**config.mk**
```make
export PLATFORM = sky130hd
export DESIGN_NAME = fft_reorder_buffer
export DESIGN_NICKNAME = d
export VERILOG_FILES = /design/src/rtl/fft_reorder_buffer.sv
export SDC_FILE = /design/constraint.sdc
export NUM_CORES = 1
export LEC_CHECK = 0
export CAP_MARGIN = 10
export CORE_AREA = 2 2 148 150
export CTS_BUF_LIST = sky130_fd_sc_hd__clkbuf_8 sky130_fd_sc_hd__clkbuf_16
export CTS_CLUSTER_DIAMETER = 100
export DETAILED_ROUTE_END_ITERATION = 8
export DIE_AREA = 0 0 150 152
export DONT_BUFFER_PORTS = 1
export PLACE_DENSITY = 0.65
export SYNTH_ARGS = -nofsm -noshare
export SYNTH_HDL_FRONTEND = slang
export SYNTH_SLANG_ARGS = --single-unit
```
**constraint.sdc**
```tcl
create_clock -name clk -period 2.83 [get_ports clk]
set_input_delay 0.566 -clock clk [delete_from_list [all_inputs] [get_ports clk]]
set_output_delay 0.566 -clock clk [all_outputs]
set_load 0.01 [all_outputs]
```
**src/rtl/fft_reorder_buffer.sv**
```systemverilog
// Ping-pong bit-reversal reorder buffer: collects bit-reversed FFT frames, emits natural order.
// Latency: the frame's last input sample is captured on edge E, and valid_out rises after edge E+2.
// Backpressure: none. The input is an unthrottled valid stream, and a completed frame drains in exactly N cycles.
//
// Ports:
//   clk                 rising-edge clock
//   rst                 asynchronous reset, active low
//   valid_in, data_in   input sample stream, bit-reversed order within each frame
//   valid_out, data_out natural-order output stream; data_out holds its value while valid_out is low
//   first_out, last_out frame index 0 / N-1 markers (present only when REORDER_FRAME_FLAGS_EN is defined)
//
// Optional feature macro: REORDER_FRAME_FLAGS_EN (adds first_out/last_out and their registers).
module fft_reorder_buffer #(
  parameter int DW    = 12,
  parameter int LOG2N = 3
) (
  input  logic          clk,
  input  logic          rst,
  input  logic          valid_in,
  input  logic [DW-1:0] data_in,
  output logic          valid_out,
  output logic [DW-1:0] data_out
`ifdef REORDER_FRAME_FLAGS_EN
  ,
  output logic          first_out,
  output logic          last_out
`endif
);

  localparam int                N       = 1 << LOG2N;
  localparam logic [LOG2N-1:0] CNT_MAX = '1;

  typedef enum logic {IDLE, READ} state_t;

  function automatic logic [LOG2N-1:0] bitrev(input logic [LOG2N-1:0] v);
    logic [LOG2N-1:0] r;
    r = '0;
    for (int i = 0; i < LOG2N; i++) r[i] = v[LOG2N-1-i];
    return r;
  endfunction

  // Both banks live in one array; the address MSB selects the bank.
  logic [DW-1:0]    mem_q [0:2*N-1];

  logic [LOG2N-1:0] wcnt_q,  wcnt_d;
  logic             wbank_q, wbank_d;
  logic [1:0]       full_q,  full_d;
  logic [LOG2N-1:0] rcnt_q,  rcnt_d;
  logic             rbank_q, rbank_d;
  state_t           state_q, state_d;
  logic             valid_out_q, valid_out_d;
  logic [DW-1:0]    data_out_q,  data_out_d;

  logic             wr_done;
  logic             rd_en;
  logic             rd_last;
  logic             other_ready;

  assign wr_done = valid_in && (wcnt_q == CNT_MAX);
  assign rd_en   = (state_q == READ);
  assign rd_last = rd_en && (rcnt_q == CNT_MAX);

  // Writer
  always_comb begin
    wcnt_d  = wcnt_q;
    wbank_d = wbank_q;
    if (valid_in) begin
      wcnt_d = wcnt_q + 1'b1;
      if (wr_done) wbank_d = ~wbank_q;
    end
  end

  // A clear by the reader and a set by the writer on the same edge hit different banks,
  // so both take effect and the reader can continue without a bubble.
  always_comb begin
    full_d = full_q;
    if (rd_last) full_d[rbank_q] = 1'b0;
    if (wr_done) full_d[wbank_q] = 1'b1;
  end

  // Reader FSM
  always_comb begin
    state_d     = state_q;
    rcnt_d      = rcnt_q;
    rbank_d     = rbank_q;
    // The next bank is ready if it is already full, or if the writer completes it on this edge.
    other_ready = full_q[~rbank_q] || (wr_done && (wbank_q != rbank_q));
    case (state_q)
      IDLE: begin
        if (full_q[rbank_q]) begin
          state_d = READ;
          rcnt_d  = '0;
        end
      end
      READ: begin
        rcnt_d = rcnt_q + 1'b1;
        if (rcnt_q == CNT_MAX) begin
          rbank_d = ~rbank_q;
          rcnt_d  = '0;
          state_d = other_ready ? READ : IDLE;
        end
      end
      default: state_d = IDLE;
    endcase
  end

  // Registered read port; data_out keeps its last value between bursts.
  always_comb begin
    valid_out_d = rd_en;
    data_out_d  = data_out_q;
    if (rd_en) data_out_d = mem_q[{rbank_q, rcnt_q}];
  end

  // Storage has no reset; contents are retained across rst.
  always_ff @(posedge clk) begin
    if (valid_in) mem_q[{wbank_q, bitrev(wcnt_q)}] <= data_in;
  end

  always_ff @(posedge clk or negedge rst) begin
    if (!rst) begin
      wcnt_q      <= '0;
      wbank_q     <= 1'b0;
      full_q      <= 2'b00;
      rcnt_q      <= '0;
      rbank_q     <= 1'b0;
      state_q     <= IDLE;
      valid_out_q <= 1'b0;
      data_out_q  <= '0;
    end else begin
      wcnt_q      <= wcnt_d;
      wbank_q     <= wbank_d;
      full_q      <= full_d;
      rcnt_q      <= rcnt_d;
      rbank_q     <= rbank_d;
      state_q     <= state_d;
      valid_out_q <= valid_out_d;
      data_out_q  <= data_out_d;
    end
  end

  assign valid_out = valid_out_q;
  assign data_out  = data_out_q;

`ifdef REORDER_FRAME_FLAGS_EN
  logic first_q, first_d;
  logic last_q,  last_d;

  always_comb begin
    first_d = rd_en && (rcnt_q == '0);
    last_d  = rd_last;
  end

  always_ff @(posedge clk or negedge rst) begin
    if (!rst) begin
      first_q <= 1'b0;
      last_q  <= 1'b0;
    end else begin
      first_q <= first_d;
      last_q  <= last_d;
    end
  end

  assign first_out = first_q;
  assign last_out  = last_q;
`endif

endmodule

```
==> results of run 1 <==
[cells by family after synthesis]
logic type	Yosys count	synth area share
and+or+nand+nor	47	0.0253
xor gates and xnor gates	4	0.00419
AOI/OAI and AO/OA	32	0.0286
muxes	64	0.154
buffers and inverters	26	0.0201
adders and majority gates	4	0.00599
DFF	216	0.762
[registers in the layout, summed over array words and instances (netlist names)]
name / flops
data_out: 12
full_q: 2
mem_q: 192
rbank_q: 1
rcnt_q: 3
rd_en: 1
valid_out: 1
wbank_q: 1
wcnt_q: 3
[per-layer routing]
| metal | global-route usage | vias up | routed length, um |
|---|---|---|---|
| met5 | 0 | - | 0 |
| met4 | 0.0346 | 0 | 272 |
| met3 | 0.0405 | 21 | 1280 |
| met2 | 0.240 | 138 | 8360 |
| met1 | 0.210 | 2077 | 7140 |
| li1 | - | 1690 | - |
[cell usage in the layout, fill, tap and decap left out, drive strengths merged]
cell,synthesis,routed
a221oi,12,12
a32o,1,1
and2,1,1
buf,14,26
bufinv,0,1
clkbuf,10,24
clkinv,0,6
dfrtp,24,24
dlygate4sd3,0,1
edfxtp,192,192
ha,4,4
inv,2,13
mux2,2,2
mux2i,13,13
mux4,49,49
nand2,8,8
nand2b,4,4
nand3,2,2
nand3b,2,2
nor2,24,24
nor3,4,4
o211ai,2,2
o21ai,3,3
o22ai,14,14
or2,1,1
or3b,1,1
xnor2,3,3
xor2,1,1
[where the power goes]
part / internal (mW) / total, mW / switching (mW)
clock network: 1.59 / 2.74 / 1.15
logic: 1.13 / 2.32 / 1.18
registers: 3.96 / 4.39 / 0.425
total: 6.69 / 9.45 / 2.76
[path summary, 6_finish.rpt]
path                       cells past startpoint                  start  slack (ps)                 endpoint
hold / removal                                 0             data_in[0]         150    mem_q[2][0]$_DFFE_PP_
hold reg to reg                                1    full_q[1]$_DFF_PN0_         590      full_q[1]$_DFF_PN0_
max in group asynchronous                      2                    rst        2120    rcnt_q[1]$_DFFE_PN0P_
min in group asynchronous                      2                    rst         540  data_out[7]$_DFFE_PN0P_
setup / recovery                               5  rcnt_q[1]$_DFFE_PN0P_         840          rd_en$_DFF_PN0_
setup reg to reg                               5  rcnt_q[1]$_DFFE_PN0P_         840          rd_en$_DFF_PN0_
[final cells by class]
cell class	count	area [sq um]	area share
Sequential cell	216	6370	0.671
Multi-Input combinational cell	151	1840	0.194
Clock buffer	24	589	0.0620
Tap cell	280	350	0.0369
Timing Repair Buffer	27	230	0.0242
Clock inverter	18	110	0.0116
Inverter	2	7.51	0.000790
==> flow_metrics.env, run 1 <==
export IMPL_fillers=1825
export IMPL_finalSetupViolCount=0
export IMPL_status="finished clean"
export IMPL_netlist_instances=393
export IMPL_cts_resized=0
export IMPL_slew_violations=0
export IMPL_yosysWarnings=0
export IMPL_rsz0062_at_grt="false"
export IMPL_total_power_mw=9.45
export IMPL_fin_nets=440
export IMPL_crit_path_top_delay_cell="mux4_2"
export IMPL_max_freq_mhz=502
export IMPL_drive_gt1_frac=0.247
export IMPL_cts_buffers=23
export IMPL_clockRootBuffer="clkbuf_16"
export IMPL_fp_coreArea_sq_um=21400
export IMPL_synth_ff_type="edfxtp_1"
export IMPL_via_per_inst=5.47
export IMPL_hold_path_class="in2reg"
export IMPL_synth_area_sq_um=8360
export IMPL_grt_max_degree=51
export IMPL_finish_instance_area_sq_um=9500
export IMPL_yosysSeqAreaShare=0.762
export IMPL_setup_tns_final_ps=0
export IMPL_synth_commonest_cells="192 x edfxtp_1, 41 x mux4_2, 24 x dfrtp_1, 24 x nor2_1, 14 x o22ai_1"
export IMPL_place_hpwl_mm=10.6
export IMPL_start_util=0.391
export IMPL_crit_buf_inv=1
export IMPL_grt_pass1_vias=4041
export IMPL_worst_ep_arrival_time_ps=2360
export IMPL_cp_data_required_time_ps=3200
export IMPL_antennaDiodeCount=0
export IMPL_row_count=54
export IMPL_die_height_um=152
export IMPL_die_w_um=150
export IMPL_vias=3926
export IMPL_timing_slew_headroom=0.536
export IMPL_cts_clk_slew_worst_paths_ps=60
export IMPL_p_per_area_nw_per_um2=995
export IMPL_grt_usage=0.151
export IMPL_synth_most_common_cell="edfxtp_1"
export IMPL_cts_tree="yes"
export IMPL_portBuffers=0
export IMPL_synth_top_area_frac=0.690
export IMPL_vdd_drop_max_mv=0.500
export IMPL_p_leak_nw=3.13
export IMPL_crit_top_cell="ha_1"
export IMPL_startpoint_type="register"
export IMPL_finalWirelength_mm=17.1
export IMPL_placed_area_sq_um=8770
export IMPL_syn_num_nets=412
export IMPL_gp_congestion=0.803
export IMPL_cts_setup_buffers=0
export IMPL_cts_hold_buf=2
export IMPL_first_iter_violations=367
export IMPL_clock_skew_ps=14.6
export IMPL_min_period_ps=1990
export IMPL_whs_ps=150
export IMPL_setup_ws_ps=839
export IMPL_path_class="reg2reg"
export IMPL_critPathTopFamily="adder cells"
export IMPL_worstMarginPinSlew_ps=694
export IMPL_utilization=0.445
export IMPL_ys_ff_latch=216
export IMPL_ant_nets=0
export IMPL_synth_area_leaders="edfxtp_1 69%, mux4_2 11%, dfrtp_1 7.2%, mux4_1 2.5%, mux2i_1 1.6%"
export IMPL_area_growth_syn_to_layout_pct=13.7
export IMPL_grt_antenna_before_repair=0
export IMPL_cts_sinks=216
export IMPL_clock_path_buffers=3
export IMPL_yosysUniqueCellTypes=31
export IMPL_num_io_pins=28
export IMPL_pre_cts_ws_ps=849
export IMPL_syn_avg_cell_area_sq_um=21.3
export IMPL_period_share=0.703
export IMPL_drt_pass1_iterations=5
export IMPL_drc=0
export IMPL_wl_per_cell_um=23.7
export IMPL_synth_edf_count=192
export IMPL_grt_ovfl_total=0
export IMPL_htreeDepth=1
export IMPL_dieArea_sq_um=22800
export IMPL_dp_cells=674
export IMPL_async_reset_ff_frac=0.111
export IMPL_clkLatencyLatePin_ps=510
export IMPL_layout_cells_non_filler=718
export IMPL_slowest_delay_ps=470
export IMPL_cap_violations=0
export IMPL_grt_pass1_wl_mm=25.8
export IMPL_path_max_fanout=50
export IMPL_hold_viol_final=0
export IMPL_cp_cell_sequence="buf_12 -> ha_1 -> ha_1 -> o211ai_1 -> mux4_2"
export IMPL_end_kind="register"
export IMPL_synth_area_leader_cell="edfxtp_1"
Note: power is estimated with default switching activity, not from simulation.
==> inputs of run 2 (changes only) <==
==> constraint.sdc (replaced) <==
create_clock -name clk -period 2.1 [get_ports clk]
set_input_delay 0.42 -clock clk [delete_from_list [all_inputs] [get_ports clk]]
set_output_delay 0.42 -clock clk [all_outputs]
set_load 0.01 [all_outputs]
==> run 2 against run 1 <==
Compared with the run above: die area stayed put; sequential cell count unchanged; count of clock-buffer cells in the layout is 1 higher; clock power up 45%; via count up 1.5%; routed wire length is 5.9% higher; first-iteration DRC count fell by 9.5%; global-route usage increased by 1.0 points; total power increased by 40%; combinational power is 44% higher; highest routed layer unchanged.
==> flow_metrics.env, run 2 (synthesis gave the netlist of run 1 again) <==
export IMPL_hold_path_class="in2reg"
export IMPL_worstMarginPinSlew_ps=779
export IMPL_grt_pass1_wl_mm=26.9
export IMPL_drt_pass1_iterations=4
export IMPL_end_kind="register"
export IMPL_met2WireLength_mm=8.60
export IMPL_timing_slew_headroom=0.481
export IMPL_first_iter_violations=332
export IMPL_rsz0062_at_grt="false"
export IMPL_largest_register_ff_count=192
export IMPL_row_count=54
export IMPL_grt_ovfl_total=0
export IMPL_vdd_drop_max_mv=0.608
export IMPL_setup_ws_ps=251
export IMPL_place_hpwl_mm=11.0
export IMPL_fillers=1830
export IMPL_dieArea_sq_um=22800
export IMPL_cts_setup_buffers=0
export IMPL_period_share=0.881
export IMPL_grt_usage=0.161
export IMPL_cp_data_required_time_ps=2480
export IMPL_clockRootBuffer="clkbuf_16"
export IMPL_cp_cell_sequence="buf_12 -> ha_1 -> ha_1 -> o211ai_1 -> mux4_2"
export IMPL_grt_pass1_vias=4214
export IMPL_startpoint="rcnt_q[1]$_DFFE_PN0P_"
export IMPL_min_delay_start="valid_in"
export IMPL_wl_per_cell_um=24.2
export IMPL_ant_nets=0
export IMPL_p_leak_nw=3.27
export IMPL_clock_path_buffers=3
export IMPL_die_height_um=152
export IMPL_fin_nets=465
export IMPL_clock_skew_ps=11.3
export IMPL_finalWirelength_mm=18.1
export IMPL_drt_met1_wl_mm=7.71
export IMPL_clkLatencyLatePin_ps=510
export IMPL_r2r_start="rcnt_q[1]$_DFFE_PN0P_"
export IMPL_finalSetupViolCount=0
export IMPL_slowest_delay_ps=470
export IMPL_p_per_area_nw_per_um2=1350
export IMPL_cts_clk_slew_worst_paths_ps=60
export IMPL_vias=3984
export IMPL_final_common_cell="edfxtp_1"
export IMPL_area_sequential_sq_um=6370
export IMPL_min_path_cells=1
export IMPL_slew_violations=0
export IMPL_gp_congestion=0.801
export IMPL_via_per_inst=5.35
export IMPL_die_w_um=150
export IMPL_path_max_fanout=28
export IMPL_min_period_ps=1850
export IMPL_largest_register="mem_q"
export IMPL_grt_max_degree=29
export IMPL_drc=0
export IMPL_path_class="reg2reg"
export IMPL_cap_violations=0
export IMPL_wl_met3_mm=1.28
export IMPL_max_freq_mhz=541
export IMPL_area_growth_syn_to_layout_pct=17.3
export IMPL_multiInputGateArea_sq_um=1840
export IMPL_crit_top_cell="ha_1"
export IMPL_rr_worst_depth=5
export IMPL_htreeDepth=1
export IMPL_grt_antenna_before_repair=2
export IMPL_start_util=0.391
export IMPL_hold_viol_final=0
export IMPL_layout_cells_non_filler=745
export IMPL_fp_coreArea_sq_um=21400
export IMPL_num_io_pins=28
export IMPL_status="finished clean"
export IMPL_cts_tree="yes"
export IMPL_crit_path_top_delay_cell="mux4_2"
export IMPL_portBuffers=0
export IMPL_pre_cts_ws_ps=244
export IMPL_most_common_layout_cells="192 x edfxtp_1, 41 x mux4_2, 33 x buf_4"
export IMPL_cts_buffers=23
export IMPL_startpoint_type="register"
export IMPL_drive_gt1_frac=0.263
export IMPL_dp_cells=685
export IMPL_cts_sinks=216
export IMPL_dr_max_layer_used="met4"
export IMPL_worst_ep_arrival_time_ps=2230
[run 2: cell types whose count changed in the layout (fill, tap and decap cells not counted), moves of 2 or more]
cell,change
buf_12,+2
buf_4,+9
diode_2,+2
dlygate4sd3_1,+14
[run 2: worst max-delay path: cells and delay by family, from the launching register on]
family	cells	cell delay, ps
AOI/OAI and AO/OA	1	130
muxes	1	470
adders and majority gates	2	450
buffers and inverters	1	250
DFF	1	430
[run 2: repair_timing]
item                      CTS  global route
hold buffers               16             0
gates resized for setup     0             0
hold endpoints to repair  216             0
[run 2: power breakdown]
group	internal, mW	switching, mW
Sequential	5.34	0.562
Combinational	1.67	1.67
Clock	2.35	1.61
[run 2: metal layers]
layer | vias up | track usage
met3 | 34 | 0.0357
met5 | - | 0
met1 | 2094 | 0.230
li1 | 1750 | -
met2 | 106 | 0.252
met4 | 0 | 0.0458
[run 2: area by class of cell]
cell class                      count  area share
Multi-Input combinational cell    151       0.188
Sequential cell                   216       0.650
Tap cell                          280      0.0357
Timing Repair Buffer               52      0.0488
Clock inverter                     17      0.0138
Inverter                            2    0.000766
Antenna cell                        2    0.000511
Clock buffer                       25      0.0627
[run 2: worst paths after layout]
path / to / slack, ps
max in group asynchronous: rcnt_q[1]$_DFFE_PN0P_ / 1530
min reg2reg: full_q[0]$_DFF_PN0_ / 570
max reg2reg: rd_en$_DFF_PN0_ / 250
min: wcnt_q[1]$_DFFE_PN0P_ / 70
min in group asynchronous: wbank_q$_DFFE_PN0P_ / 400
max: rd_en$_DFF_PN0_ / 250
[run 2: stage by stage]
stage	TNS [ps]	total power [mW]	hold WS, ps	instance area [sq um]	utilization
after floorplan	-1090	8.28	124	8380	-
after global placement	0	9.17	125	8880	0.416
after detailed placement	0	9.30	125	8880	0.416
after CTS	0	13.3	57.1	9800	0.459
after global routing	0	13.8	54.1	9800	0.459
final	0	13.2	72.1	9800	0.459
